--- config.mk ---
export PLATFORM = sky130hd
export DESIGN_NAME = mem_arbiter
export DESIGN_NICKNAME = d
export VERILOG_FILES = /design/src/rtl/mem_arbiter_pkg.sv /design/src/rtl/mem_arb_starve_ctr.sv /design/src/rtl/mem_arbiter.sv
export SDC_FILE = /design/constraint.sdc
export NUM_CORES = 1
export LEC_CHECK = 0
export CAP_MARGIN = 20
export CORE_MARGIN = 2
export CORE_UTILIZATION = 42
export CTS_BUF_LIST = sky130_fd_sc_hd__clkbuf_8
export DETAILED_ROUTE_END_ITERATION = 10
export GPL_ROUTABILITY_DRIVEN = 0
export PLACE_DENSITY = 0.87
export SLEW_MARGIN = 40
export SYNTH_ARGS = -nofsm -noshare
export SYNTH_HDL_FRONTEND = slang
export SYNTH_SLANG_ARGS = --single-unit
--- constraint.sdc ---
create_clock -name clk -period 6 [get_ports clk]
set_input_delay 1.5 -clock clk [delete_from_list [all_inputs] [get_ports clk]]
set_output_delay 1.5 -clock clk [all_outputs]
set_load 0.005 [all_outputs]
--- src/rtl/mem_arbiter_pkg.sv ---
// Shared types for the shared-memory-port arbiter: bus request payload, FSM states, owners.
`timescale 1ns/1ps
package mem_arbiter_pkg;

    typedef logic [31:0] u32;
    typedef logic [15:0] u16;
    typedef logic [3:0]  u4;

    localparam int unsigned MEM_ADDR_W = 32;
    localparam int unsigned MEM_DATA_W = 32;
    localparam int unsigned MEM_STRB_W = MEM_DATA_W / 8;

    typedef struct packed {
        logic                  write;
        logic [MEM_ADDR_W-1:0] addr;
        logic [MEM_DATA_W-1:0] wdata;
        logic [MEM_STRB_W-1:0] strobe;
    } mem_req_t;

    typedef enum logic [1:0] {
        IDLE = 2'd0,
        REQ  = 2'd1,
        WAIT = 2'd2
    } arb_state_t;

    typedef enum logic {
        OWN_I = 1'b0,
        OWN_D = 1'b1
    } arb_owner_t;

endpackage

--- src/rtl/mem_arb_starve_ctr.sv ---
// Saturating count of D grants taken while I was waiting; at_limit tells arbitration to favour I.
`timescale 1ns/1ps
module mem_arb_starve_ctr #(
    parameter int unsigned MAX_WAIT = 4
) (
    input  logic clk,
    input  logic reset,
    input  logic inc,
    input  logic clr,
    output logic at_limit
);

    localparam int unsigned CNT_W = $clog2(MAX_WAIT + 1);
    localparam logic [CNT_W-1:0] LIMIT = CNT_W'(MAX_WAIT);

    logic [CNT_W-1:0] cnt_q;
    logic [CNT_W-1:0] cnt_d;

    always_comb begin
        cnt_d = cnt_q;
        if (clr) begin
            cnt_d = '0;
        end else if (inc && (cnt_q != LIMIT)) begin
            cnt_d = cnt_q + CNT_W'(1);
        end
    end

    // at_limit is registered alongside the count so it tracks cnt_q exactly.
    always_ff @(posedge clk or posedge reset) begin
        if (reset) begin
            cnt_q    <= '0;
            at_limit <= 1'b0;
        end else begin
            cnt_q    <= cnt_d;
            at_limit <= (cnt_d == LIMIT);
        end
    end

endmodule

--- src/rtl/mem_arbiter.sv ---
// Arbiter for the single memory port shared by instruction fetch (I) and load/store (D).
// Optional grant statistics ports are built when MEM_ARB_STATS_EN is defined.
`timescale 1ns/1ps
module mem_arbiter
    import mem_arbiter_pkg::*;
#(
    parameter int unsigned ADDR_W   = 32,
    parameter int unsigned DATA_W   = 32,
    parameter int unsigned MAX_WAIT = 4
) (
    input  logic                  clk,
    input  logic                  reset,
    input  logic                  ireq_valid,
    input  logic [ADDR_W-1:0]     ireq_addr,
    output logic                  iresp_valid,
    output logic [DATA_W-1:0]     iresp_data,
    input  logic                  dreq_valid,
    input  logic                  dreq_write,
    input  logic [ADDR_W-1:0]     dreq_addr,
    input  logic [DATA_W-1:0]     dreq_wdata,
    input  logic [DATA_W/8-1:0]   dreq_strobe,
    output logic                  dresp_valid,
    output logic [DATA_W-1:0]     dresp_data,
    output logic                  mreq_valid,
    output logic                  mreq_write,
    output logic [ADDR_W-1:0]     mreq_addr,
    output logic [DATA_W-1:0]     mreq_wdata,
    output logic [DATA_W/8-1:0]   mreq_strobe,
    input  logic                  mreq_ready,
    input  logic                  mresp_valid,
    input  logic [DATA_W-1:0]     mresp_data,
    output logic                  busy
`ifdef MEM_ARB_STATS_EN
    ,
    output logic [31:0]           stat_igrants,
    output logic [31:0]           stat_dgrants,
    output logic [15:0]           stat_starve_hits
`endif
);

    localparam int unsigned STRB_W = DATA_W / 8;

    arb_state_t        state_q, state_d;
    arb_owner_t        owner_q, owner_d;
    mem_req_t          req_q, req_d;
    logic              mreq_valid_q, mreq_valid_d;
    logic              iresp_valid_q, iresp_valid_d;
    logic              dresp_valid_q, dresp_valid_d;
    logic [DATA_W-1:0] iresp_data_q, iresp_data_d;
    logic [DATA_W-1:0] dresp_data_q, dresp_data_d;
    logic              busy_q;

    logic grant_i;
    logic grant_d;
    logic d_wins;
    logic at_limit;
    logic deliver;
    logic resp_pulse;

    assign d_wins     = dreq_valid && (!ireq_valid || !at_limit);
    assign resp_pulse = iresp_valid_q || dresp_valid_q;
    assign deliver    = mresp_valid &&
                        (((state_q == REQ) && mreq_ready) || (state_q == WAIT));

    // Next-state, grant and response decode.
    always_comb begin
        state_d       = state_q;
        owner_d       = owner_q;
        req_d         = req_q;
        mreq_valid_d  = mreq_valid_q;
        iresp_valid_d = 1'b0;
        dresp_valid_d = 1'b0;
        iresp_data_d  = iresp_data_q;
        dresp_data_d  = dresp_data_q;
        grant_i       = 1'b0;
        grant_d       = 1'b0;

        case (state_q)
            IDLE: begin
                // Hold off during a response pulse: the owner may still show valid that cycle.
                if ((ireq_valid || dreq_valid) && !resp_pulse) begin
                    grant_d      = d_wins;
                    grant_i      = !d_wins;
                    mreq_valid_d = 1'b1;
                    state_d      = REQ;
                    if (d_wins) begin
                        owner_d      = OWN_D;
                        req_d.write  = dreq_write;
                        req_d.addr   = MEM_ADDR_W'(dreq_addr);
                        req_d.wdata  = MEM_DATA_W'(dreq_wdata);
                        req_d.strobe = dreq_write ? MEM_STRB_W'(dreq_strobe) : '1;
                    end else begin
                        owner_d      = OWN_I;
                        req_d.write  = 1'b0;
                        req_d.addr   = MEM_ADDR_W'(ireq_addr);
                        req_d.wdata  = '0;
                        req_d.strobe = '1;
                    end
                end
            end
            REQ: begin
                if (mreq_ready) begin
                    mreq_valid_d = 1'b0;
                    state_d      = WAIT;
                end
            end
            WAIT: begin
                state_d = WAIT;
            end
            default: begin
                state_d = IDLE;
            end
        endcase

        if (deliver) begin
            state_d = IDLE;
            if (owner_q == OWN_I) begin
                iresp_valid_d = 1'b1;
                iresp_data_d  = mresp_data;
            end else begin
                dresp_valid_d = 1'b1;
                dresp_data_d  = mresp_data;
            end
        end
    end

    always_ff @(posedge clk or posedge reset) begin
        if (reset) begin
            state_q       <= IDLE;
            owner_q       <= OWN_I;
            req_q         <= '0;
            mreq_valid_q  <= 1'b0;
            iresp_valid_q <= 1'b0;
            dresp_valid_q <= 1'b0;
            iresp_data_q  <= '0;
            dresp_data_q  <= '0;
            busy_q        <= 1'b0;
        end else begin
            state_q       <= state_d;
            owner_q       <= owner_d;
            req_q         <= req_d;
            mreq_valid_q  <= mreq_valid_d;
            iresp_valid_q <= iresp_valid_d;
            dresp_valid_q <= dresp_valid_d;
            iresp_data_q  <= iresp_data_d;
            dresp_data_q  <= dresp_data_d;
            busy_q        <= (state_d != IDLE);
        end
    end

    mem_arb_starve_ctr #(
        .MAX_WAIT (MAX_WAIT)
    ) u_starve (
        .clk      (clk),
        .reset    (reset),
        .inc      (grant_d && ireq_valid),
        .clr      (grant_i || (grant_d && !ireq_valid)),
        .at_limit (at_limit)
    );

    assign mreq_valid  = mreq_valid_q;
    assign mreq_write  = req_q.write;
    assign mreq_addr   = ADDR_W'(req_q.addr);
    assign mreq_wdata  = DATA_W'(req_q.wdata);
    assign mreq_strobe = STRB_W'(req_q.strobe);
    assign iresp_valid = iresp_valid_q;
    assign iresp_data  = iresp_data_q;
    assign dresp_valid = dresp_valid_q;
    assign dresp_data  = dresp_data_q;
    assign busy        = busy_q;

`ifdef MEM_ARB_STATS_EN
    u32 igrants_q;
    u32 dgrants_q;
    u16 starve_hits_q;

    // Saturating grant counters; an I grant with D also pending was forced by the starve limit.
    always_ff @(posedge clk or posedge reset) begin
        if (reset) begin
            igrants_q     <= '0;
            dgrants_q     <= '0;
            starve_hits_q <= '0;
        end else begin
            if (grant_i && (igrants_q != '1)) begin
                igrants_q <= igrants_q + 32'd1;
            end
            if (grant_d && (dgrants_q != '1)) begin
                dgrants_q <= dgrants_q + 32'd1;
            end
            if (grant_i && dreq_valid && (starve_hits_q != '1)) begin
                starve_hits_q <= starve_hits_q + 16'd1;
            end
        end
    end

    assign stat_igrants     = igrants_q;
    assign stat_dgrants     = dgrants_q;
    assign stat_starve_hits = starve_hits_q;
`endif

endmodule

==> key figures <==
GRT
  – Initial antenna violation count: 0
  – Largest net degree at the start of global routing: between 90 and 100
  – Overflow after GRT: 0
  – Via count of the first global-routing pass: approximately 5,000
  – GRT Util Overall: 22.41%
  – First-pass GRT wire length: roughly 25,000 um

Timing
  – Setup TNS: 0 ns
  – Highest clock rate: 317.5 MHz
  – Max-slew headroom: 57.78%
  – Min Hold Slack: 0.4736 ns
  – Fin crit period: 3.149 ns
  – Final Max Tran Viols: 0
  – Worst Tran Pin Value: 0.6334 ns
  – Unrepaired setup endpoints after global routing: no
  – Final worst path period share: a little over half
  – Setup Viol. Count Final: 0
  – Post-route setup slack: 2.851 ns
  – Final hold viol count: 0
  – Final setup skew: 0.009186 ns

Run status
  – Run status: finished, final reports clean

Synthesis
  – FF+latch count, synth: 144
  – Register area share after synthesis: 62.20%
  – Largest family of logic cells by synthesized area: multiplexers
  – Post-Synth Adder-Cell Area: 0.4320%
  – Top cells by area, synth: dfrtp_1 (62%), mux2_2 (12%), nand2_1 (6.8%)
  – Ys Warns: 0
  – Main flop type after synthesis: dfrtp_1
  – Largest area contributor in the netlist: dfrtp_1
  – Post-Synth XOR/XNOR Area: 0.1512%
  – Post-synthesis compound-gate area fraction: 4.471%
  – EDFF count, synth: 0
  – Synth cell count leaders: dfrtp_1 (144), nand2_1 (105), mux2_2 (62), mux2i_1 (33), nand3_1 (33)
  – Simple-gate area share of the yosys netlist: 11.60%
  – Syn_area_per_cell: about 12 sq um
  – Portion of netlist area occupied by mux cells: 18.14%
  – Distinct cells, synth: 34
  – Most common cell in the netlist: dfrtp_1
  – Top cell type's share of synthesized area: 62.20%
  – Cells after Synth: 474
  – Synthesized net count: 615
  – Synth async-reset ratio: 100.0%
  – Mapped Area: 5793 sq um

Drt
  – Routed wire per std cell: ~17 um
  – Final ANT Viol Nets: 0
  – DR vias: 4,660
  – Via density: 4.984
  – DR DRC count: 0
  – Initial DRT Pass Iterations: 5
  – Iteration-0 DRC count of the detailed router: 251
  – Drt total wl: 16,210 um

Floorplanning
  – Placeable Area: 13,350 sq um
  – Die span in x: roughly 120 um
  – Row cnt: 42
  – Starting Density: 43.40%
  – IO Pins: 276
  – Die Y-Extent: 121.4 um
  – Die area: 14,750 sq um

Clock network
  – Clk_lat worst skew: 0.44 ns
  – CTS root buffer: clkbuf_8
  – Hold buffers post-CTS: 0
  – H-tree Lvls: 4
  – Clock transition at path regs: 0.07 ns
  – CTS buffer count: 17
  – Clock buffer depth: 2
  – Clk sinks: 144
  – Setup Fix Bufs, Post-CTS: 0
  – Cts repair resizes: 0
  – TritonCTS clock tree: built

Worst setup path
  – Worst setup SP type: input pin
  – Critical path capture point type: flop
  – CP Data Required Time: 6.30 ns
  – Crit path kind: in2reg
  – CP Max Fanout: 53
  – R2R depth: 5
  – Worst Path Arrival: 3.45 ns
  – Reg2reg setup slack: around 3.6 ns

Worst hold path
  – Worst hold path type: reg2reg
  – Hold Crit Depth: 2

Pwr
  – Total internal power: 3.180 mW
  – Power Density: about 490 nW/um^2
  – Clock power frac: 20.3%
  – Net Sw Frac: 29.77%
  – Leak pwr: 4.127 nW
  – Combinational power share: 41.7%
  – Sequential share of power: 37.9%
  – VDD IR max: 0.2448 mV
  – Psw: 1.348 mW

Finish
  – Layout fillers: 974
  – Final core utilization: 68.72%
  – Share of layout cells above drive strength 1: ~14%
  – Final net count: 887
  – P&R area growth vs syn: 58.34%
  – Diodes inserted: 0
  – Fin area: 9173 sq um

Placed design
  – Hpwl dp: about 12,000 um
  – Port buffer count: 275
  – DP Area: 8683 sq um
  – Dpl ws: roughly 2.4 ns

Job
  – Max cap viols: 0
==> power by group through the flow <==
stage	Sequential, mW	Clock [mW]	Combinational (mW)
floorplan	1.73	0	0.675
global placement	1.70	0	1.83
detailed placement	1.73	0	1.91
CTS	1.72	0.940	1.92
global route	1.77	0.981	2.05
finish	1.72	0.920	1.89
==> layout make-up <==
cell class / count / area [sq um] / area share [%]
Clock buffer: 20 / 275.3 / 3.001
Clock inverter: 12 / 211.5 / 2.305
Inverter: 6 / 30.03 / 0.3274
Multi-Input combinational cell: 296 / 2034 / 22.18
Sequential cell: 144 / 3603 / 39.29
Tap cell: 176 / 220.2 / 2.401
Timing Repair Buffer: 281 / 2798 / 30.50
==> flip-flops by register name, summed over array words and instances (netlist names) <==
signal,flops
busy,1
dresp_data,32
dresp_valid,1
iresp_data,32
iresp_valid,1
mreq_addr,32
mreq_strobe,4
mreq_valid,1
mreq_wdata,32
mreq_write,1
owner_q,1
state_q,2
u_starve.at_limit,1
u_starve.cnt_q,3
==> final timing paths <==
kind                             endpoint      startpoint
max                         mreq_addr[19]      ireq_valid
min                        mreq_wdata[14]  mreq_wdata[14]
max reg2reg                mreq_strobe[2]      state_q[0]
min reg2reg                mreq_wdata[14]  mreq_wdata[14]
max in group asynchronous    mreq_addr[9]           reset
min in group asynchronous  dresp_data[14]           reset
==> metal layers <==
metal | GRT usage [%] | share of wire (%) | up-vias
met5 | 0 | 0 | -
li1 | - | - | 2157
met4 | 9.483 | 3.1 | 0
met1 | 23.73 | 36 | 2244
met2 | 39.89 | 53 | 219
met3 | 8.318 | 8.0 | 40
==> critical path: stages <==
cell,delay (ns)
clkdlybuf4s50_1,0.49
or2_2,0.37
nand2_4,0.43
buf_4,0.46
o21ai_0,0.18
==> placed cells by master, fill, tap and decap left out, drive strengths merged, types with 3 or more instances in the layout <==
cell type	synthesis	routed
a21oi	3	3
buf	15	6
bufinv	0	6
clkbuf	13	20
clkdlybuf4s50	0	275
clkinv	0	3
dfrtp	144	144
inv	6	9
mux2	64	64
mux2i	33	33
nand2	105	105
nand3	33	33
nand3b	3	3
o21ai	32	32
o22a	4	4
==> logic make-up after synthesis <==
logic type | Yosys count
simple gates | 151
flops | 144
mux | 97
compound gates | 45
buf+inv | 34
fa+ha+maj | 2
xor+xnor | 1
==> through the flow <==
step | power (mW) | std cells
after floorplan | 2.405 | 474
after global placement | 3.524 | 903
after detailed placement | 3.638 | 903
after CTS | 4.577 | 935
after global routing | 4.806 | 935
final | 4.528 | 935
Note: power is estimated with default switching activity, not from simulation.
